$ cat config.mk
export PLATFORM = sky130hd
export DESIGN_NAME = pixel_readout_ctrl
export DESIGN_NICKNAME = d
export VERILOG_FILES = /design/src/rtl/pixel_pkg.sv /design/src/rtl/pixel_addr_gen.sv /design/src/rtl/pixel_readout_ctrl.sv
export SDC_FILE = /design/constraint.sdc
export NUM_CORES = 1
export LEC_CHECK = 0
export BUFFER_PORTS_ARGS = -buffer_cell sky130_fd_sc_hd__buf_2
export CAP_MARGIN = 15
export CORE_MARGIN = 5
export CORE_UTILIZATION = 45
export CTS_CLUSTER_SIZE = 30
export DETAILED_ROUTE_END_ITERATION = 6
export HOLD_SLACK_MARGIN = 0.12
export PLACE_DENSITY = 0.83
export SLEW_MARGIN = 20
export SYNTH_ARGS = -nofsm -noshare
export SYNTH_HDL_FRONTEND = slang
export SYNTH_SLANG_ARGS = --single-unit
$ cat constraint.sdc
create_clock -name clk -period 1.8 [get_ports clk]
set_input_delay 0.18 -clock clk [delete_from_list [all_inputs] [get_ports clk]]
set_output_delay 0.18 -clock clk [all_outputs]
set_load 0.1 [all_outputs]
$ cat src/rtl/pixel_pkg.sv
// Purpose: shared types and geometry helpers for the pixel-array readout controller.
// Latency: n/a (declarations and elaboration-time functions only).
// Backpressure: n/a.
package pixel_pkg;

    // Completed-frame counter width.
    localparam int FRAME_CNT_W = 8;

    // Readout sequencer states.
    typedef enum logic [2:0] {
        ST_IDLE    = 3'd0,
        ST_ADDR    = 3'd1,
        ST_CAPTURE = 3'd2,
        ST_OUTPUT  = 3'd3,
        ST_DONE    = 3'd4
    } state_t;

    // Integer square root; the array is square, so this is the side length.
    function automatic int pixel_side(input int num_pixels);
        int s;
        s = 0;
        while ((s + 1) * (s + 1) <= num_pixels) begin
            s = s + 1;
        end
        return s;
    endfunction

    // Address width for one dimension; at least one bit even for a 1x1 array.
    function automatic int pixel_addr_w(input int side);
        int w;
        w = $clog2(side);
        return (w < 1) ? 1 : w;
    endfunction

endpackage

$ cat src/rtl/pixel_addr_gen.sv
// Purpose: row-major row/column wrap counter for a SIDE x SIDE pixel array.
// Latency: new address visible the cycle after clear/advance.
// Backpressure: none; advances only when the controller commands it.
module pixel_addr_gen #(
    parameter int SIDE   = 2,
    parameter int ADDR_W = 1
) (
    input  logic              clk,
    input  logic              reset_n,
    input  logic              clear,
    input  logic              advance,
    output logic [ADDR_W-1:0] row,
    output logic [ADDR_W-1:0] col,
    output logic              last
);

    localparam logic [ADDR_W-1:0] MAX_IDX = ADDR_W'(SIDE - 1);

    logic [ADDR_W-1:0] row_q, row_d;
    logic [ADDR_W-1:0] col_q, col_d;

    // Next address: clear wins, otherwise step column and carry into row.
    always_comb begin
        row_d = row_q;
        col_d = col_q;
        if (clear) begin
            row_d = '0;
            col_d = '0;
        end else if (advance) begin
            if (col_q == MAX_IDX) begin
                col_d = '0;
                row_d = (row_q == MAX_IDX) ? '0 : row_q + 1'b1;
            end else begin
                col_d = col_q + 1'b1;
            end
        end
    end

    // Address registers with synchronous reset.
    always_ff @(posedge clk) begin
        if (!reset_n) begin
            row_q <= '0;
            col_q <= '0;
        end else begin
            row_q <= row_d;
            col_q <= col_d;
        end
    end

    assign row  = row_q;
    assign col  = col_q;
    assign last = (row_q == MAX_IDX) && (col_q == MAX_IDX);

endmodule

$ cat src/rtl/pixel_readout_ctrl.sv
// Purpose: sequences a frame readout of a square pixel array into a valid/ready stream.
// Latency: 3 cycles per pixel minimum (ADDR, CAPTURE, OUTPUT), DONE adds one per frame.
// Backpressure: out_ready low holds out_data/out_valid/out_last and stalls all array reads.
module pixel_readout_ctrl
    import pixel_pkg::*;
#(
    parameter  int NUM_PIXELS = 4,
    parameter  int DATA_W     = 8,
    localparam int SIDE       = pixel_side(NUM_PIXELS),
    localparam int ADDR_W     = pixel_addr_w(SIDE)
) (
    input  logic                   clk,
    input  logic                   reset_n,
    input  logic                   start,
    input  logic                   abort,
    output logic                   read_en,
    output logic [ADDR_W-1:0]      row_addr,
    output logic [ADDR_W-1:0]      col_addr,
    input  logic [DATA_W-1:0]      pix_data,
    output logic [DATA_W-1:0]      out_data,
    output logic                   out_valid,
    input  logic                   out_ready,
    output logic                   out_last,
    output logic                   busy,
    output logic                   frame_done,
    output logic [FRAME_CNT_W-1:0] frame_cnt
);

    state_t                 state_q,      state_d;
    logic                   read_en_q,    read_en_d;
    logic [DATA_W-1:0]      out_data_q,   out_data_d;
    logic                   out_valid_q,  out_valid_d;
    logic                   out_last_q,   out_last_d;
    logic                   busy_q,       busy_d;
    logic                   frame_done_q, frame_done_d;
    logic [FRAME_CNT_W-1:0] frame_cnt_q,  frame_cnt_d;

    logic addr_clear;
    logic addr_adv;
    logic addr_last;
    logic out_hs;

    assign out_hs = out_valid_q & out_ready;

    pixel_addr_gen #(
        .SIDE   (SIDE),
        .ADDR_W (ADDR_W)
    ) u_addr_gen (
        .clk     (clk),
        .reset_n (reset_n),
        .clear   (addr_clear),
        .advance (addr_adv),
        .row     (row_addr),
        .col     (col_addr),
        .last    (addr_last)
    );

    // Next-state and registered-output logic; abort overrides everything outside IDLE.
    always_comb begin
        state_d      = state_q;
        read_en_d    = 1'b0;
        out_data_d   = out_data_q;
        out_valid_d  = out_valid_q;
        out_last_d   = out_last_q;
        frame_done_d = 1'b0;
        frame_cnt_d  = frame_cnt_q;
        addr_clear   = 1'b0;
        addr_adv     = 1'b0;

        case (state_q)
            ST_IDLE: begin
                // Address is held at the origin while idle so every frame starts at (0,0).
                addr_clear = 1'b1;
                if (start && !abort) begin
                    state_d   = ST_ADDR;
                    read_en_d = 1'b1;
                end
            end
            ST_ADDR: begin
                state_d = ST_CAPTURE;
            end
            ST_CAPTURE: begin
                // Array data arrives one cycle after the read strobe.
                out_data_d  = pix_data;
                out_valid_d = 1'b1;
                out_last_d  = addr_last;
                state_d     = ST_OUTPUT;
            end
            ST_OUTPUT: begin
                if (out_hs) begin
                    out_valid_d = 1'b0;
                    out_last_d  = 1'b0;
                    if (out_last_q) begin
                        state_d      = ST_DONE;
                        frame_done_d = 1'b1;
                        frame_cnt_d  = frame_cnt_q + 1'b1;
                        addr_clear   = 1'b1;
                    end else begin
                        addr_adv  = 1'b1;
                        state_d   = ST_ADDR;
                        read_en_d = 1'b1;
                    end
                end
            end
            ST_DONE: begin
                // start here is deliberately ignored; a new frame needs a pulse in IDLE.
                state_d = ST_IDLE;
            end
            default: begin
                state_d = ST_IDLE;
            end
        endcase

        if (abort && (state_q != ST_IDLE)) begin
            state_d      = ST_IDLE;
            read_en_d    = 1'b0;
            out_valid_d  = 1'b0;
            out_last_d   = 1'b0;
            frame_done_d = 1'b0;
            frame_cnt_d  = frame_cnt_q;
            addr_clear   = 1'b1;
            addr_adv     = 1'b0;
        end

        busy_d = (state_d != ST_IDLE);
    end

    // State and output registers; reset discards any frame in flight.
    always_ff @(posedge clk) begin
        if (!reset_n) begin
            state_q      <= ST_IDLE;
            read_en_q    <= 1'b0;
            out_data_q   <= '0;
            out_valid_q  <= 1'b0;
            out_last_q   <= 1'b0;
            busy_q       <= 1'b0;
            frame_done_q <= 1'b0;
            frame_cnt_q  <= '0;
        end else begin
            state_q      <= state_d;
            read_en_q    <= read_en_d;
            out_data_q   <= out_data_d;
            out_valid_q  <= out_valid_d;
            out_last_q   <= out_last_d;
            busy_q       <= busy_d;
            frame_done_q <= frame_done_d;
            frame_cnt_q  <= frame_cnt_d;
        end
    end

    assign read_en    = read_en_q;
    assign out_data   = out_data_q;
    assign out_valid  = out_valid_q;
    assign out_last   = out_last_q;
    assign busy       = busy_q;
    assign frame_done = frame_done_q;
    assign frame_cnt  = frame_cnt_q;

endmodule

# == Word level (Yosys, flattened, before mapping) ==
# Index checks and enable logic that the tools add are counted.
# classes
n_addsub,3
eq_ne,4
n_reduce_logical,14
bitwise,4
mux,20
# ops
operator,count
$mux W3,4
$pmux W3 S4,1
$mux W1,11
$add A8 B1 Y8 const B,1
$pmux W1 S2,4
$eq A3 B2 Y1 const B,2
$reduce_bool A3 Y1,2
$reduce_and A2 Y1,2
$reduce_and A4 Y1,1
$reduce_or A2 Y1,2
$eq A3 B1 Y1 const B,1
$logic_and A1 B1 Y1,3
$logic_not A3 Y1,1
$not A1 Y1,3
$reduce_or A3 Y1,1
$add A1 B1 Y1 const B,2
$ne A2 B2 Y1 const B,1
$reduce_bool A2 Y1,1
$and A1 B1 Y1,1
$logic_not A1 Y1,1
# word_totals
regBits,26
out_inout_bits,23
input_bits,13
word_cells,55

# == Depth between registers and ports, before layout ==
# logic_depth
ltp_word,6
mapped_depth,5

# == Hierarchy ==
# Synthesis repeated with hierarchy kept, for this count alone.
# hier_totals
hier_cells,130
area_unflattened_um2,1104.8
# modules_own_cells
mod,n_inst,cells_per_inst,area_per_inst_um2
pixel_readout_ctrl,1,121,1013.5
pixel_addr_gen,1,9,91.3

# == Worst setup path before layout ==
# OpenSTA, ideal clock, no wires.
# synth_timing
path_type,register -> register
from,register out_last_q (netlist: out_last)
to,register frame_cnt_q[6] (netlist: frame_cnt[6])
stages_incl_launch_ff,5
setup_slack_ns,-0.452
arrival_ns,2.137
period_less_slack_ns,2.252
required_time_ns,1.685
n_path_buf,0
cell_sequence,dfxtp_1 > nand4_2 > nor4_2 > xor2_1 > and2_1
# synth_between
elab_chain_len,1
# synth_rtl
item,line,rtl
start: declaration,pixel_readout_ctrl.sv:33,"logic out_last_q, out_last_d;"
start signal: assignment,pixel_readout_ctrl.sv:144,out_last_q <= out_last_d;
$reduce_and A4 Y1 (no source line),-,
end signal: assignment,pixel_readout_ctrl.sv:147,frame_cnt_q <= frame_cnt_d;
end: declaration,pixel_readout_ctrl.sv:36,"logic [FRAME_CNT_W-1:0] frame_cnt_q, frame_cnt_d;"
# No other way between the ends.
# A chain may end at the register's enable or synchronous reset.

# == Final worst setup path ==
# layout_timing
from,register state_q[1]
to,register frame_cnt_q[7] (netlist: frame_cnt[7])
# layout_between
elab_chain_len,4
word_cells_on_any_way,5
cone_classes,eq/ne: 1; bitwise: 1; reduce/logical: 3
# layout_rtl
item,line,rtl
start: declaration,pixel_readout_ctrl.sv:29,"state_t state_q, state_d;"
start signal: assignment,pixel_readout_ctrl.sv:140,state_q <= state_d;
$reduce_bool A3 Y1,pixel_readout_ctrl.sv:114,if (abort && (state_q != ST_IDLE)) begin
$logic_and A1 B1 Y1,pixel_readout_ctrl.sv:114,
$not A1 Y1 (no source line),-,
$reduce_and A4 Y1 (no source line) *,-,
# Mark *: on every way between the ends. The rest lies on a longest branch, timed or not.

==> metrics.csv <==
metric,value,unit
die width,60.36,um
CTS max path bufs,2,
min-delay src,pix_data[3],
post-synthesis mux area share,0,%
largest net degree at the start of global routing,22,
total CTS buffers,3,
post-route ant nets,0,
antenna cells,0,
Crit path arrival time,1.88,ns
setup TNS,0,ns
CTS sink cnt,26,
post-synthesis sequential area ratio,45.61,%
slew of the pin with the lowest slew margin,0.5043,ns
first-pass GRT wire length,4567,um
post-synthesis cell type count,31,
Non-Filler Instances,196,
DR vias,1047,
setup violators final,0,
HPWL Detailed,1980,um
layout cells sized above 1,33.73,%
final worst setup slack,0.1482,ns
post-layout min period,1.652,ns
total grt overflow,0,
outcome,"finished, final reports clean",
Crit. End Element,flip-flop,
sw frac,26.91,%
simple-gate area share of the yosys netlist,27.30,%
startpoint types,flip-flop,
filler instances,220,
pwr dens,668.1,nW/um^2
DIE AREA,3643,um^2
Leak Pwr,0.0006548,uW
hold-critical path depth,3,
vias per inst,5.342,
Synth Area in Adders,1.096,%
Peak VDD IR,0.5040,mV
Die Ht,60.36,um
share of the synthesized area in the top cell type,45.61,%
Main synth FF type,dfxtp_1,
P_sw,260.5,uW
"top cells by area, synth","dfxtp_1, xor2_1, o21ai_0",
Mapped Cells,124,
post-synthesis xor/xnor area fraction,6.908,%
fin crit share,91.77,%
Max H-tree Level,1,
synthesis warning total,0,
P_int,707.5,uW
"EDFF count, synth",0,
IO Pins,36,
worst hold path type,input port to flip-flop,
final wirelength,2736,um
largest fanout on the critical path,10,
Starting Density,46.48,%
combinational power share,12.8,%
syn avg cell area,9.202,um^2
Final nets,181,
Final GP Congestion,0.7640,
Synth Net Count,138,
Slew headroom,65.51,%
Clk pwr share,26.5,%
largest family of logic cells by synthesized area,simple AND/OR/NAND/NOR gates,
Worst-path clk slew,0.14,ns
total global-route track usage,16.71,%
biggest area consumer among synthesized cells,dfxtp_1,
Synth Area in Compound Gates,15.13,%
Root Buffer,clkbuf_4,
placed cells,185,
starting DRC count in detailed routing,36,
Place WS,0.05382,ns
Sequential Power Share,60.7,%
"Core Util, Final",59.02,%
vias in the first global route,1077,
drt pass-1 iters,4,
clk_lat worst skew,0.32,ns
critical path class,flip-flop to flip-flop,
PortBufs,35,
initial antenna violation count,0,
CTS tree,built,
synthesized area,1141,um^2
Worst Path Required,2.03,ns
max-cap viol count,0,
Crit. Startpoint,state_q[1],
clk_skew,0.007620,ns
area delta synth->final,26.97,%
routed length per placed instance,13.96,um
asr flop ratio synth,0,%
Worst Hold Slack,0.1249,ns
number of post-CTS setup repair buffers,0,
RSZ-0062 raised after global routing,false,
reg-to-reg startpoint,state_q[1],
fmax,605.4,MHz
Synth Register Bits,26,
Final Max Slew Viols,0,
FF-to-FF path depth,4,
Fin. Hold Viols,0,
drt drc,0,
Core Box Area,2455,um^2
row count,18,
-- per-stage QoR --
step	total power [uW]	instance area, um^2
after global placement	707.3	1350
after detailed placement	711.0	1350
final	968.0	1449
after global routing	998.5	1449
after CTS	969.5	1446
after floorplan	680.5	1152
-- worst max-delay path, cell delays in order, from the launching register on --
cell and delay, ns:
dfxtp_1 0.45, or3b_4 0.49, nor4_2 0.34, xor2_1 0.11
and2_1 0.17
-- flip-flops by register name, summed over array words and instances (netlist names) --
register / flops
u_addr_gen.col: 1
u_addr_gen.row: 1
out_last: 1
frame_cnt: 8
state_q: 3
busy: 1
read_en: 1
frame_done: 1
out_data: 8
out_valid: 1
-- synth_stat cells, types with 2 or more instances --
cell      count
a21boi_0      8
a21oi_1       4
and2_1        9
clkbuf_1      5
dfxtp_1      26
inv_1         4
nand2_1      13
nand3_1       6
nor2_1        3
nor3_1        6
nor4_2        2
o21ai_0      12
xnor2_1       2
xor2_1        7
-- routing by layer --
layer	vias to the layer above	global-route usage [%]	part of all wire, %
met3	4	2.979	5.6
met4	0	6.962	1.0
met5	-	0	0
met1	500	17.54	41
met2	35	32.25	53
li1	508	-	-
-- power groups by stage --
stage / registers [uW] / clock network, uW / logic, uW
floorplan: 647 / 0 / 33.1
global placement: 600 / 0 / 108
detailed placement: 600 / 0 / 111
CTS: 587 / 259 / 123
global route: 589 / 277 / 132
finish: 588 / 257 / 124
-- worst paths after layout --
kind	to	slack, ns
setup / recovery	frame_cnt[7]	0.15
hold / removal	out_data[3]	0.12
setup reg to reg	frame_cnt[7]	0.15
hold reg to reg	out_data[0]	0.49
-- cell usage in the layout, fill, tap and decap left out, types with 3 or more instances in the layout --
cell / instances
a21boi_0: 8
a21oi_1: 4
and2_1: 9
buf_2: 35
clkbuf_4: 3
dfxtp_1: 19
dfxtp_2: 6
dlygate4sd3_1: 7
inv_1: 4
nand2_1: 13
nand3_1: 6
nor2_1: 3
nor3_1: 6
o21ai_0: 12
xor2_1: 7
-- layout make-up --
| type | count | area [um^2] | area share (%) |
|---|---|---|---|
| Clock buffer | 4 | 26.28 | 1.813 |
| Tap cell | 30 | 37.54 | 2.591 |
| Inverter | 4 | 15.01 | 1.036 |
| Timing Repair Buffer | 44 | 260.3 | 17.96 |
| Multi-Input combinational cell | 88 | 578.1 | 39.90 |
| Sequential cell | 26 | 531.8 | 36.70 |
-- cells by family after synthesis --
logic type / count (synthesis)
and+or+nand+nor: 50
AOI/OAI and AO/OA: 28
DFF: 26
buffers and inverters: 10
xor gates and xnor gates: 9
adders and majority gates: 1
-- repair_timing --
| action | in CTS | in global routing |
|---|---|---|
| endpoints found under the hold margin | 7 | 0 |
| resized for setup | 0 | 1 |
| setup endpoints to repair | 0 | 1 |
| hold buffers | 7 | 0 |
Power figures use the tool's default switching activity.
